`src/rtl/mrsc_pkg.sv`:
```
// Shared MRSC codeword layout and encode function.
// The encoder and decoder both import this package so they agree on bit placement.
package mrsc_pkg;

  localparam int DATA_W = 16;
  localparam int CW_W   = 32;

  localparam int DATA_MSB = 31;
  localparam int DATA_LSB = 16;
  localparam int DIAG_MSB = 15;
  localparam int DIAG_LSB = 12;
  localparam int PAR_MSB  = 11;
  localparam int PAR_LSB  = 8;
  localparam int CHK_MSB  = 7;
  localparam int CHK_LSB  = 0;

  // Diagonal and parity bits are interleaved as 1,3,2,4 within their nibbles.
  localparam int DIAG1_POS = 15;
  localparam int DIAG3_POS = 14;
  localparam int DIAG2_POS = 13;
  localparam int DIAG4_POS = 12;
  localparam int PAR1_POS  = 11;
  localparam int PAR3_POS  = 10;
  localparam int PAR2_POS  = 9;
  localparam int PAR4_POS  = 8;

  typedef struct packed {
    logic [DATA_W-1:0] data;
    logic [3:0]        diag;
    logic [3:0]        par;
    logic [7:0]        chk;
  } mrsc_cw_t;

  typedef struct packed {
    logic [3:0] a;
    logic [3:0] b;
    logic [3:0] c;
    logic [3:0] d;
  } mrsc_nibbles_t;

  function automatic logic [1:0] mrsc_check_pair(input logic [3:0] y);
    return {y[3] ^ y[1], y[2] ^ y[0]};
  endfunction

  function automatic logic [CW_W-1:0] mrsc_encode(input logic [DATA_W-1:0] data);
    mrsc_nibbles_t n;
    mrsc_cw_t      cw;
    logic          di1, di2, di3, di4;
    n   = data;
    di1 = n.a[3] ^ n.b[2] ^ n.c[3] ^ n.d[2];
    di2 = n.a[2] ^ n.b[3] ^ n.c[2] ^ n.d[3];
    di3 = n.a[1] ^ n.b[0] ^ n.c[1] ^ n.d[0];
    di4 = n.a[0] ^ n.b[1] ^ n.c[0] ^ n.d[1];
    cw.data = data;
    cw.diag = {di1, di3, di2, di4};
    cw.par  = {n.a[3] ^ n.b[3] ^ n.c[3] ^ n.d[3],
               n.a[1] ^ n.b[1] ^ n.c[1] ^ n.d[1],
               n.a[2] ^ n.b[2] ^ n.c[2] ^ n.d[2],
               n.a[0] ^ n.b[0] ^ n.c[0] ^ n.d[0]};
    cw.chk  = {mrsc_check_pair(n.a), mrsc_check_pair(n.b),
               mrsc_check_pair(n.c), mrsc_check_pair(n.d)};
    return cw;
  endfunction

endpackage

```
`src/rtl/mrsc_pipe_stage.sv`:
```
// Single valid/ready register slice; holds its contents while downstream stalls.
module mrsc_pipe_stage #(
  parameter int W = 32
) (
  input  logic         clk,
  input  logic         rst_n,
  input  logic         in_valid,
  output logic         in_ready,
  input  logic [W-1:0] in_data,
  output logic         out_valid,
  input  logic         out_ready,
  output logic [W-1:0] out_data
);

  assign in_ready = !out_valid || out_ready;

  // Data only moves on a real transfer so the output stays stable under backpressure.
  always_ff @(posedge clk or negedge rst_n) begin
    if (!rst_n) begin
      out_valid <= 1'b0;
      out_data  <= '0;
    end else if (in_ready) begin
      out_valid <= in_valid;
      if (in_valid) begin
        out_data <= in_data;
      end
    end
  end

endmodule

```
`src/rtl/mrsc_encoder_pipe.sv`:
```
// Two-stage MRSC encoder: stage 1 captures data and fault mask, stage 2 encodes and corrupts.
module mrsc_encoder_pipe
  import mrsc_pkg::*;
#(
  parameter int CNT_W  = 16,
  parameter int INJ_EN = 1
) (
  input  logic              clk,
  input  logic              rst_n,
  input  logic              s_valid,
  output logic              s_ready,
  input  logic [DATA_W-1:0] s_data,
  input  logic [CW_W-1:0]   inj_mask,
  output logic              m_valid,
  input  logic              m_ready,
  output logic [CW_W-1:0]   m_codeword,
  output logic [CNT_W-1:0]  enc_count
);

  localparam int S1_W = CW_W + DATA_W;

  logic              s1_valid;
  logic              s2_ready;
  logic [S1_W-1:0]   s1_data;
  logic [CW_W-1:0]   inj_eff;
  logic [CW_W-1:0]   s2_in;

  assign inj_eff = (INJ_EN != 0) ? inj_mask : '0;

  mrsc_pipe_stage #(.W(S1_W)) u_stage1 (
    .clk       (clk),
    .rst_n     (rst_n),
    .in_valid  (s_valid),
    .in_ready  (s_ready),
    .in_data   ({inj_eff, s_data}),
    .out_valid (s1_valid),
    .out_ready (s2_ready),
    .out_data  (s1_data)
  );

  always_comb begin
    s2_in = mrsc_encode(s1_data[DATA_W-1:0]) ^ s1_data[S1_W-1:DATA_W];
  end

  mrsc_pipe_stage #(.W(CW_W)) u_stage2 (
    .clk       (clk),
    .rst_n     (rst_n),
    .in_valid  (s1_valid),
    .in_ready  (s2_ready),
    .in_data   (s2_in),
    .out_valid (m_valid),
    .out_ready (m_ready),
    .out_data  (m_codeword)
  );

  always_ff @(posedge clk or negedge rst_n) begin
    if (!rst_n) begin
      enc_count <= '0;
    end else if (m_valid && m_ready) begin
      enc_count <= enc_count + CNT_W'(1);
    end
  end

endmodule

```
`config.mk`:
```
export PLATFORM = sky130hd
export DESIGN_NAME = mrsc_encoder_pipe
export DESIGN_NICKNAME = d
export VERILOG_FILES = /design/src/rtl/mrsc_pkg.sv /design/src/rtl/mrsc_pipe_stage.sv /design/src/rtl/mrsc_encoder_pipe.sv
export SDC_FILE = /design/constraint.sdc
export NUM_CORES = 1
export LEC_CHECK = 0
export ABC_AREA = 0
export BUFFER_PORTS_ARGS = -buffer_cell sky130_fd_sc_hd__buf_2
export CAP_MARGIN = 20
export CORE_MARGIN = 3
export CORE_UTILIZATION = 40
export CTS_BUF_LIST = sky130_fd_sc_hd__clkbuf_4 sky130_fd_sc_hd__clkbuf_8 sky130_fd_sc_hd__clkbuf_16
export CTS_CLUSTER_DIAMETER = 100
export DETAILED_ROUTE_END_ITERATION = 8
export RECOVER_POWER = 50
export SLEW_MARGIN = 5
export SYNTH_ARGS = -nofsm -noshare
export SYNTH_HDL_FRONTEND = slang
export SYNTH_SLANG_ARGS = --single-unit
export TNS_END_PERCENT = 30
```
`constraint.sdc`:
```
create_clock -name clk -period 3.3 [get_ports clk]
set_clock_uncertainty 0.05 [all_clocks]
set_input_delay 0.33 -clock clk [delete_from_list [all_inputs] [get_ports clk]]
set_output_delay 0.33 -clock clk [all_outputs]
set_load 0.01 [all_outputs]
```
==> out/results.ini, run 1 <==
[synthesis]
netlist_area_um2=4270
synth_cell_types=24
yosys.area.top_type=dfrtp_1
synthArstFlopShare_pct=100
synth_fp_nets=380
yosysSeqAreaShare_pct=57.5
synth_area_leaders=dfrtp_1, xnor2_1, mux2_4
ys.flop_type=dfrtp_1
synth_edf_count=0
ys_ff_latch=98
synth.top_cell.area_share_pct=57.5
syn-instance-count=327
syn-mean-instance-area_um2=13.1
yosys_warnings=0

[cts]
clk_path_buf_depth=2
htreeDepth=3
cts-root-buf=clkbuf_8
cts_sinks=98
cts-resized-gates=0
cts_tree=built
cts_inserted_buffers=9
ctsHoldBuffers=1
cts_setup_buffers=0
cts.clk_slew.worst_paths_ns=0.09
worstSkewPairLatency_ns=0.35

[pwr]
combPwrFrac_pct=26.6
power.internal_uw=2290
switching_share_pct=32.1
clkPwrFrac_pct=23.3
pwr-share-seq_pct=50.1
p_leak_uw=0.00228
power.density_nw_per_um2=666
ir_worst_vdd_mv=0.240
p_sw_uw=1080

[setup_path]
r2r-end=u_stage1.out_data[34]
worstSetupPathType=flop to flop
crit_path_max_fanout=25
setup.worst_path.end=u_stage1.out_data[34]
crit_required_ns=3.49
arrival_ns=2.11
critPathLaunch=u_stage2.out_valid
endpoint_kind=flop
crit_path_start_kind=flop
worst_r2r_path_depth=4
rrSetupSlack_ns=1.38
reg2reg_from=u_stage2.out_valid

[timing]
period_share_pct=58.3
setup_ws_ns=1.38
setup_viol=0
whs_ns=0.138
max_slew_margin_pct=16.6
fin_crit_ns=1.92
rsz0062_at_grt=false
hold_viol_final=0
tns_ns=0
max_clock_freq_mhz=520
maxSlewViolCount=0
worst_pin_slew_ns=1.25

[global_routing]
grt_max_degree=65
antenna_found_initial=0
track_usage_pct=15.2
grt_first_pass_wirelength_mm=13.8
grt_pass1_vias=2671
overflow=0

[route]
dr.pass1.iters=4
routed_wirelength_mm=8.64
drc=0
dr.first_iter.drc_count=144
wire_per_inst_um=15.1
ant_nets=0
routed_via_density=4.70
num_vias=2683

[status]
status=complete, no violations

[cells_and_area]
fin_nets=484
final_cells=571
syn_to_final_growth_pct=18.5
antenna_cells=0
fill_cells=1007
drive_gt1_share_pct=26.0
final_core_util_pct=48.8

[flow_run]
cap_violations=0

[place]
gp_congestion=0.723
dp_hpwl_mm=6.11
port_buffers=101
dp.cells=554
pre_cts_ws_ns=1.21

[floorplan]
fp.coreArea_um2=10400
ios=102
start_util_pct=41.2
rows=37
die_w_um=109
chipHeight_um=109
dieArea_um2=11900

[min_path]
hold_path_class=input pin to flop

-- synthesized netlist by cell type, drive strengths merged (3+ instances only) --
cell and number:
mux2 49, xor2 21, nand2 41, nand4 5, xnor2 50, and4 3, nor2 4, buf 9
clkbuf 3, o21ai 32, dfrtp 98, and3 3, nand2b 3
-- cells in the final DEF, fill, tap and decap left out --
| cell type | instances |
|---|---|
| bufinv_16 | 1 |
| clkbuf_2 | 1 |
| clkinv_4 | 2 |
| mux2_1 | 9 |
| mux2_4 | 20 |
| mux2_2 | 20 |
| o21ai_1 | 18 |
| and4_1 | 3 |
| dfrtp_1 | 98 |
| and2_0 | 1 |
| nand2b_1 | 3 |
| inv_1 | 1 |
| o21ai_0 | 14 |
| nand4_1 | 5 |
| and2_1 | 1 |
| nor2_1 | 4 |
| clkinv_2 | 1 |
| nor3_1 | 1 |
| xor2_1 | 21 |
| ha_1 | 1 |
| dlygate4sd3_1 | 1 |
| nand3b_2 | 1 |
| and3_1 | 3 |
| xnor2_1 | 50 |
| clkbuf_8 | 10 |
| nand2_2 | 1 |
| clkbuf_1 | 48 |
| buf_2 | 52 |
| nand2_1 | 40 |
| clkbuf_4 | 1 |
| buf_12 | 3 |
-- state kept, by name, indices dropped and copies added (netlist names) --
signal	cells
u_stage2.out_valid	1
u_stage1.out_data	48
u_stage1.out_valid	1
enc_count	16
u_stage2.out_data	32
-- layout make-up --
class	count	area (um2)	area share (%)
clock buffers	11	145	2.87
clock inverters	4	52.6	1.04
inverters	1	3.75	0.0742
multi-input cells	216	1720	34.0
flip-flops and latches	98	2450	48.5
well taps	136	170	3.37
repair buffers	105	515	10.2
-- worst min path at each step --
stage / startpoint / to / slack [ns] / cells after the start
2_1_floorplan: rst_n / enc_count[0] / -0.02 / 0
3_3_place_gp: rst_n / enc_count[8] / 0.35 / 1
3_5_place_dp: rst_n / enc_count[8] / 0.35 / 1
4_1_cts: s_valid / u_stage1.out_valid / 0.11 / 2
5_1_grt: inj_mask[21] / u_stage1.out_data[37] / 0.12 / 2
6_report: inj_mask[31] / u_stage1.out_data[47] / 0.14 / 2
-- kinds of logic (layout without fill, tap and decap cells) --
| family | count (synthesis) | count (layout) | share of synthesized area (%) |
|---|---|---|---|
| adder cells (fa/ha/maj) | 1 | 1 | 0.293 |
| AND/OR/NAND/NOR | 63 | 63 | 6.86 |
| multiplexers | 49 | 49 | 14.7 |
| XOR/XNOR | 71 | 71 | 14.6 |
| AO/OA/AOI/OAI | 32 | 32 | 3.75 |
| flip-flops | 98 | 98 | 57.5 |
| buffers and inverters | 13 | 121 | 2.37 |
-- worst max-delay path: stages, from the launching register on --
cell	delay, ns
dfrtp_1	0.42
nand3b_2	0.13
nand2_2	0.55
buf_12	0.28
mux2_2	0.35
-- power groups by stage --
stage	clock network, uW	registers, uW	logic, uW
after floorplan	0	1760	531
after global placement	0	1700	941
after detailed placement	0	1710	959
after CTS	813	1680	962
after global routing	866	1730	1000
final	784	1690	895
-- through the flow --
stage,total power [uW],cell area [um2]
2_1_floorplan,2290,4270
5_1_grt,3600,5060
4_1_cts,3460,5100
6_report,3370,5060
3_5_place_dp,2660,4890
3_3_place_gp,2640,4890
-- layer usage --
metal  track usage (%)  share of wire (%)  wire, um  up-vias
met3              4.76                6.6       568        6
li1                  -                  -         -     1302
met4              3.74                1.0        87        0
met2              23.1                 45      3930       69
met1              21.3                 47      4050     1306
met5                 0                  0         0        -
No activity file was read; power rests on OpenSTA's default activity.
==> run 2, diff against run 1 <==
ABC_AREA = 1   (was 0)
clock period = 1.59 ns   (was 3.3 ns; I/O delays follow)
==> run 2 against run 1 <==
Count of clock-buffer cells in the layout fell by 2. Sequential power up 120%. Synthesized cell count increased by 41%. Combinational power increased to 2.7 times the previous value. Critical path depth is the same. Non-clock buffer count increased by 44. Largest power group unchanged. Total power grew 150%. Via count increased by 27%. Routed wire length grew 24%. Sequential share of layout area shrank 8.8 points. Highest routed layer unchanged.
==> out/results.ini, run 2 <==
[timing]
tns_ns=0
hold_viol_final=0
max_slew_margin_pct=61.2
period_share_pct=89.4
fin_crit_ns=1.42
maxSlewViolCount=0
worst_pin_slew_ns=0.582
rsz0062_at_grt=false
whs_ns=0.0122
max_clock_freq_mhz=703
setup_viol=0

[global_routing]
grt_pass1_vias=3450
grt_max_degree=47
antenna_found_initial=0
track_usage_pct=16.7
grt_first_pass_wirelength_mm=17.5
overflow=0

[cts]
cts_inserted_buffers=9
cts_tree=built
cts_sinks=98
cts.clk_slew.worst_paths_ns=0.07
worstSkewPairLatency_ns=0.35
clk_path_buf_depth=2
htreeDepth=3
cts-root-buf=clkbuf_16

[setup_path]
worst-path-buf-inv=1
crit_path_start_kind=flop
endpoint_kind=flop
worstPathCellList=nand3_4, nand2_8, buf_4, mux2_4
arrival_ns=1.60
crit_path_max_fanout=14
cpLargestDelayFamily=flip-flops
critPathSlowestCell=dfrtp_1
slowest_delay_ns=0.45
worstSetupPathType=flop to flop
crit_required_ns=1.77

[floorplan]
fp.coreArea_um2=11700
start_util_pct=41.9
chipHeight_um=117
die_w_um=117
rows=39
ios=102
dieArea_um2=13600

[synthesis]
ys.flop_type=dfrtp_1
yosys_warnings=0
netlist_area_um2=4890
synth.top_cell.area_share_pct=50.1
synth_top_family_by_area=simple AND/OR/NAND/NOR gates
synth-xor-area-share_pct=11.1
synth_cell_types=33
synth_compound_area_share_pct=4.48
ys_top_cells_by_count=nand2_1, dfrtp_1, mux2_4, xnor2_1, xor2_1
yosysMostFrequentCell=nand2_1
synth_area_leaders=dfrtp_1, mux2_4, nand2_1
synthArstFlopShare_pct=100
ys_ff_latch=98
yosys.area.top_type=dfrtp_1
synth.area.mux_share_pct=11.3
syn-instance-count=460
synth_edf_count=0
syn-mean-instance-area_um2=10.6
synth_fp_nets=513
synthAdderAreaFrac_pct=0.256
synthSimpleGateAreaFrac_pct=16.4
yosysSeqAreaShare_pct=50.1

[route]
ant_nets=0
routed_via_density=4.59
drc=0
routed_wirelength_mm=10.7
num_vias=3403
dr.first_iter.drc_count=251
dr.pass1.iters=4
wire_per_inst_um=14.4

[cells_and_area]
largestRegisters=u_stage1.out_data (48), u_stage2.out_data (32), enc_count (16)
largest_register_ffs=48
multi_input_area_um2=2130
drive_gt1_share_pct=27.6
fill_cells=1058
final_common_cell=nand2_1
antenna_cells=0
final_core_util_pct=52.9
final_cells=741
seq_area_um2=2450
syn_to_final_growth_pct=26.2
largest-register=u_stage1.out_data
final_cell_mix=nand2_1, dfrtp_1, buf_2
fin_nets=646

[pwr]
power.density_nw_per_um2=1360
power.total_uw=8390
ir_worst_vdd_mv=0.530
p_leak_uw=0.00305

[place]
dp_hpwl_mm=7.80
dp.cells=686
port_buffers=101
gp_congestion=0.767

[flow_run]
cap_violations=0

[status]
status=complete, no violations

[min_path]
hold_path_class=input pin to flop

-- run 2: power breakdown --
part           internal [uW]  total [uW]  leakage, uW  switching, uW
clock network           1260        2300     0.000156           1030
registers               3120        3690      0.00117            566
logic                   1180        2410      0.00172           1240
-- run 2: layout make-up --
| type | count | area share (%) |
|---|---|---|
| flip-flops and latches | 98 | 39.7 |
| repair buffers | 149 | 16.2 |
| clock inverters | 7 | 1.50 |
| inverters | 26 | 1.60 |
| well taps | 143 | 2.90 |
| clock buffers | 9 | 3.65 |
| multi-input cells | 309 | 34.5 |
-- run 2: final timing paths --
check	startpoint	end	slack, ns	cells after the start
max in group asynchronous	rst_n	u_stage1.out_data[41]	0.29	3
max reg2reg	u_stage2.out_valid	u_stage1.out_data[43]	0.17	4
max	u_stage2.out_valid	u_stage1.out_data[43]	0.17	4
min in group asynchronous	rst_n	u_stage1.out_data[2]	0.29	2
min	inj_mask[30]	u_stage1.out_data[46]	0.01	2
min reg2reg	u_stage2.out_data[24]	u_stage2.out_data[24]	0.43	2
-- run 2: through the flow --
stage,setup WS (ns),instance area (um2)
6_report,0.168,6170
5_1_grt,0.0537,6170
4_1_cts,0.135,6220
3_5_place_dp,0.138,5510
3_3_place_gp,0.164,5510
2_1_floorplan,0.209,4890
-- run 2: what timing repair did --
action	4_1_cts	5_1_grt
hold endpoints to repair	90	0
hold buffers	39	0
gates resized for setup	0	1
setup buffers	0	0
endpoints found under the setup margin	0	1
-- run 2: kinds of logic (layout without fill, tap and decap cells) --
| family | count (synthesis) | in the layout |
|---|---|---|
| mux | 37 | 37 |
| buf+inv | 53 | 191 |
| flops | 98 | 98 |
| xor+xnor | 61 | 61 |
| compound gates | 37 | 37 |
| simple gates | 173 | 173 |
| fa+ha+maj | 1 | 1 |
-- run 2: layer usage --
metal | GRT usage [%] | vias up | routed length (um)
met3 | 3.42 | 8 | 342
met4 | 5.50 | 0 | 114
met1 | 23.0 | 1608 | 5160
li1 | - | 1723 | -
met5 | 0 | - | 0
met2 | 26.6 | 64 | 5040
==> run 3, diff against run 2 <==
CORE_UTILIZATION = 38   (was 40)
PLACE_DENSITY = 0.61   (was default)
==> run 3 against run 2 <==
Core utilization is 3.4 points lower. Cell area is 1.1% lower. First-iteration DRC count is 9.2% lower. Non-clock buffer count is 5 lower. Die area is 5.0% higher. Flip-flop and latch count stayed put. Clock power is 8.7% lower. Critical path type unchanged. Register-to-register slack hardly changed. Routed wire length is 3.6% higher. Sequential power hardly changed.
==> out/results.ini, run 3 (synthesized netlist as in run 2, its figures left out) <==
[setup_path]
crit_path_max_fanout=18
worstSetupPathType=flop to flop
slowest_delay_ns=0.42
critPathSlowestCell=dfrtp_1
worstPathCellList=nand3_4, nand2_8, buf_4, mux2_4
endpoint_kind=flop
cpLargestDelayFamily=flip-flops
arrival_ns=1.60
crit_path_start_kind=flop
worst-path-buf-inv=1
crit_required_ns=1.77

[cts]
cts_sinks=98
cts-root-buf=clkbuf_16
cts_tree=built
worstSkewPairLatency_ns=0.34
clk_path_buf_depth=2
cts_inserted_buffers=9
htreeDepth=3
cts.clk_slew.worst_paths_ns=0.07

[global_routing]
overflow=0
grt_pass1_vias=3498
grt_max_degree=46
grt_first_pass_wirelength_mm=18.2
track_usage_pct=16.3
antenna_found_initial=0

[cells_and_area]
antenna_cells=0
final_common_cell=nand2_1
final_cell_mix=nand2_1, dfrtp_1, buf_2
syn_to_final_growth_pct=24.8
largestRegisters=u_stage1.out_data (48), u_stage2.out_data (32), enc_count (16)
largest-register=u_stage1.out_data
fin_area_um2=6100
largest_register_ffs=48
drive_gt1_share_pct=28.5
fin_nets=641
final_cells=761

[pwr]
ir_worst_vdd_mv=0.620
power.density_nw_per_um2=1340
power.total_uw=8200
p_leak_uw=0.00301

[place]
port_buffers=101
dp_hpwl_mm=8.14
place_area_um2=5570
gp_congestion=0.854
dp.cells=716

[timing]
hold_viol_final=0
rsz0062_at_grt=false
worst_pin_slew_ns=0.819
maxSlewViolCount=0
tns_ns=0
max_slew_margin_pct=45.4
max_clock_freq_mhz=703
period_share_pct=89.5
whs_ns=0.00840
fin_crit_ns=1.42
setup_viol=0

[floorplan]
fp.coreArea_um2=12300
dieArea_um2=14300
rows=40
start_util_pct=39.7
ios=102
die_w_um=119
chipHeight_um=119

[route]
dr.first_iter.drc_count=228
dr.pass1.iters=4
ant_nets=0
num_vias=3467
drc=0
wire_per_inst_um=14.5
routed_wirelength_mm=11.1
routed_via_density=4.56

[flow_run]
cap_violations=0

[status]
status=complete, no violations

[min_path]
hold_path_class=input pin to flop

==> run 3: per-stage QoR <==
| stage | setup WS, ns | util, % |
|---|---|---|
| global route | 0.0522 | 49.6 |
| floorplan | 0.209 | - |
| CTS | 0.130 | 49.9 |
| finish | 0.167 | 49.6 |
| global placement | 0.210 | 45.2 |
| detailed placement | 0.154 | 45.2 |
==> run 3: layer usage <==
| layer | wire, um | track usage (%) |
|---|---|---|
| met1 | 5190 | 21.8 |
| met2 | 5180 | 26.1 |
| met3 | 553 | 3.66 |
| met4 | 133 | 5.44 |
| met5 | 0 | 0 |
==> run 3: final cells by class <==
type | count | area [um2]
clock inverters | 5 | 38.8
inverters | 26 | 98.8
well taps | 168 | 210
repair buffers | 144 | 930
multi-input cells | 309 | 2130
fillers | 1200 | 6210
flip-flops and latches | 98 | 2450
clock buffers | 11 | 246
==> run 3: final timing paths <==
check	endpoint	depth (start not counted)	slack, ns	from
worst min-delay path	u_stage1.out_data[13]	2	0.008	s_data[13]
worst max-delay path	u_stage1.out_data[40]	4	0.17	u_stage1.out_valid
max in group asynchronous	enc_count[1]	3	0.31	rst_n
min in group asynchronous	u_stage2.out_data[24]	2	0.39	rst_n
worst max register to register	u_stage1.out_data[40]	4	0.17	u_stage1.out_valid
worst min register to register	u_stage2.out_data[10]	2	0.43	u_stage2.out_data[10]
==> run 3: repair_timing <==
action	4_1_cts	5_1_grt
gates resized for setup	0	1
setup buffers	0	0
setup endpoints to repair	0	2
hold buffers	29	0
endpoints found under the hold margin	55	0
==> run 3: where the power goes <==
| group | internal [uW] | total [uW] | switching [uW] |
|---|---|---|---|
| clock | 1130 | 2100 | 969 |
| combinational | 1170 | 2410 | 1240 |
| sequential | 3120 | 3690 | 571 |
| total | 5420 | 8200 | 2780 |
==> run 3: worst register-to-register path, delay by kind of cell, from the launching register on <==
family,cells,cell delay (ns)
buf+inv,1,0.21
flops,1,0.42
mux,1,0.30
simple gates,2,0.33
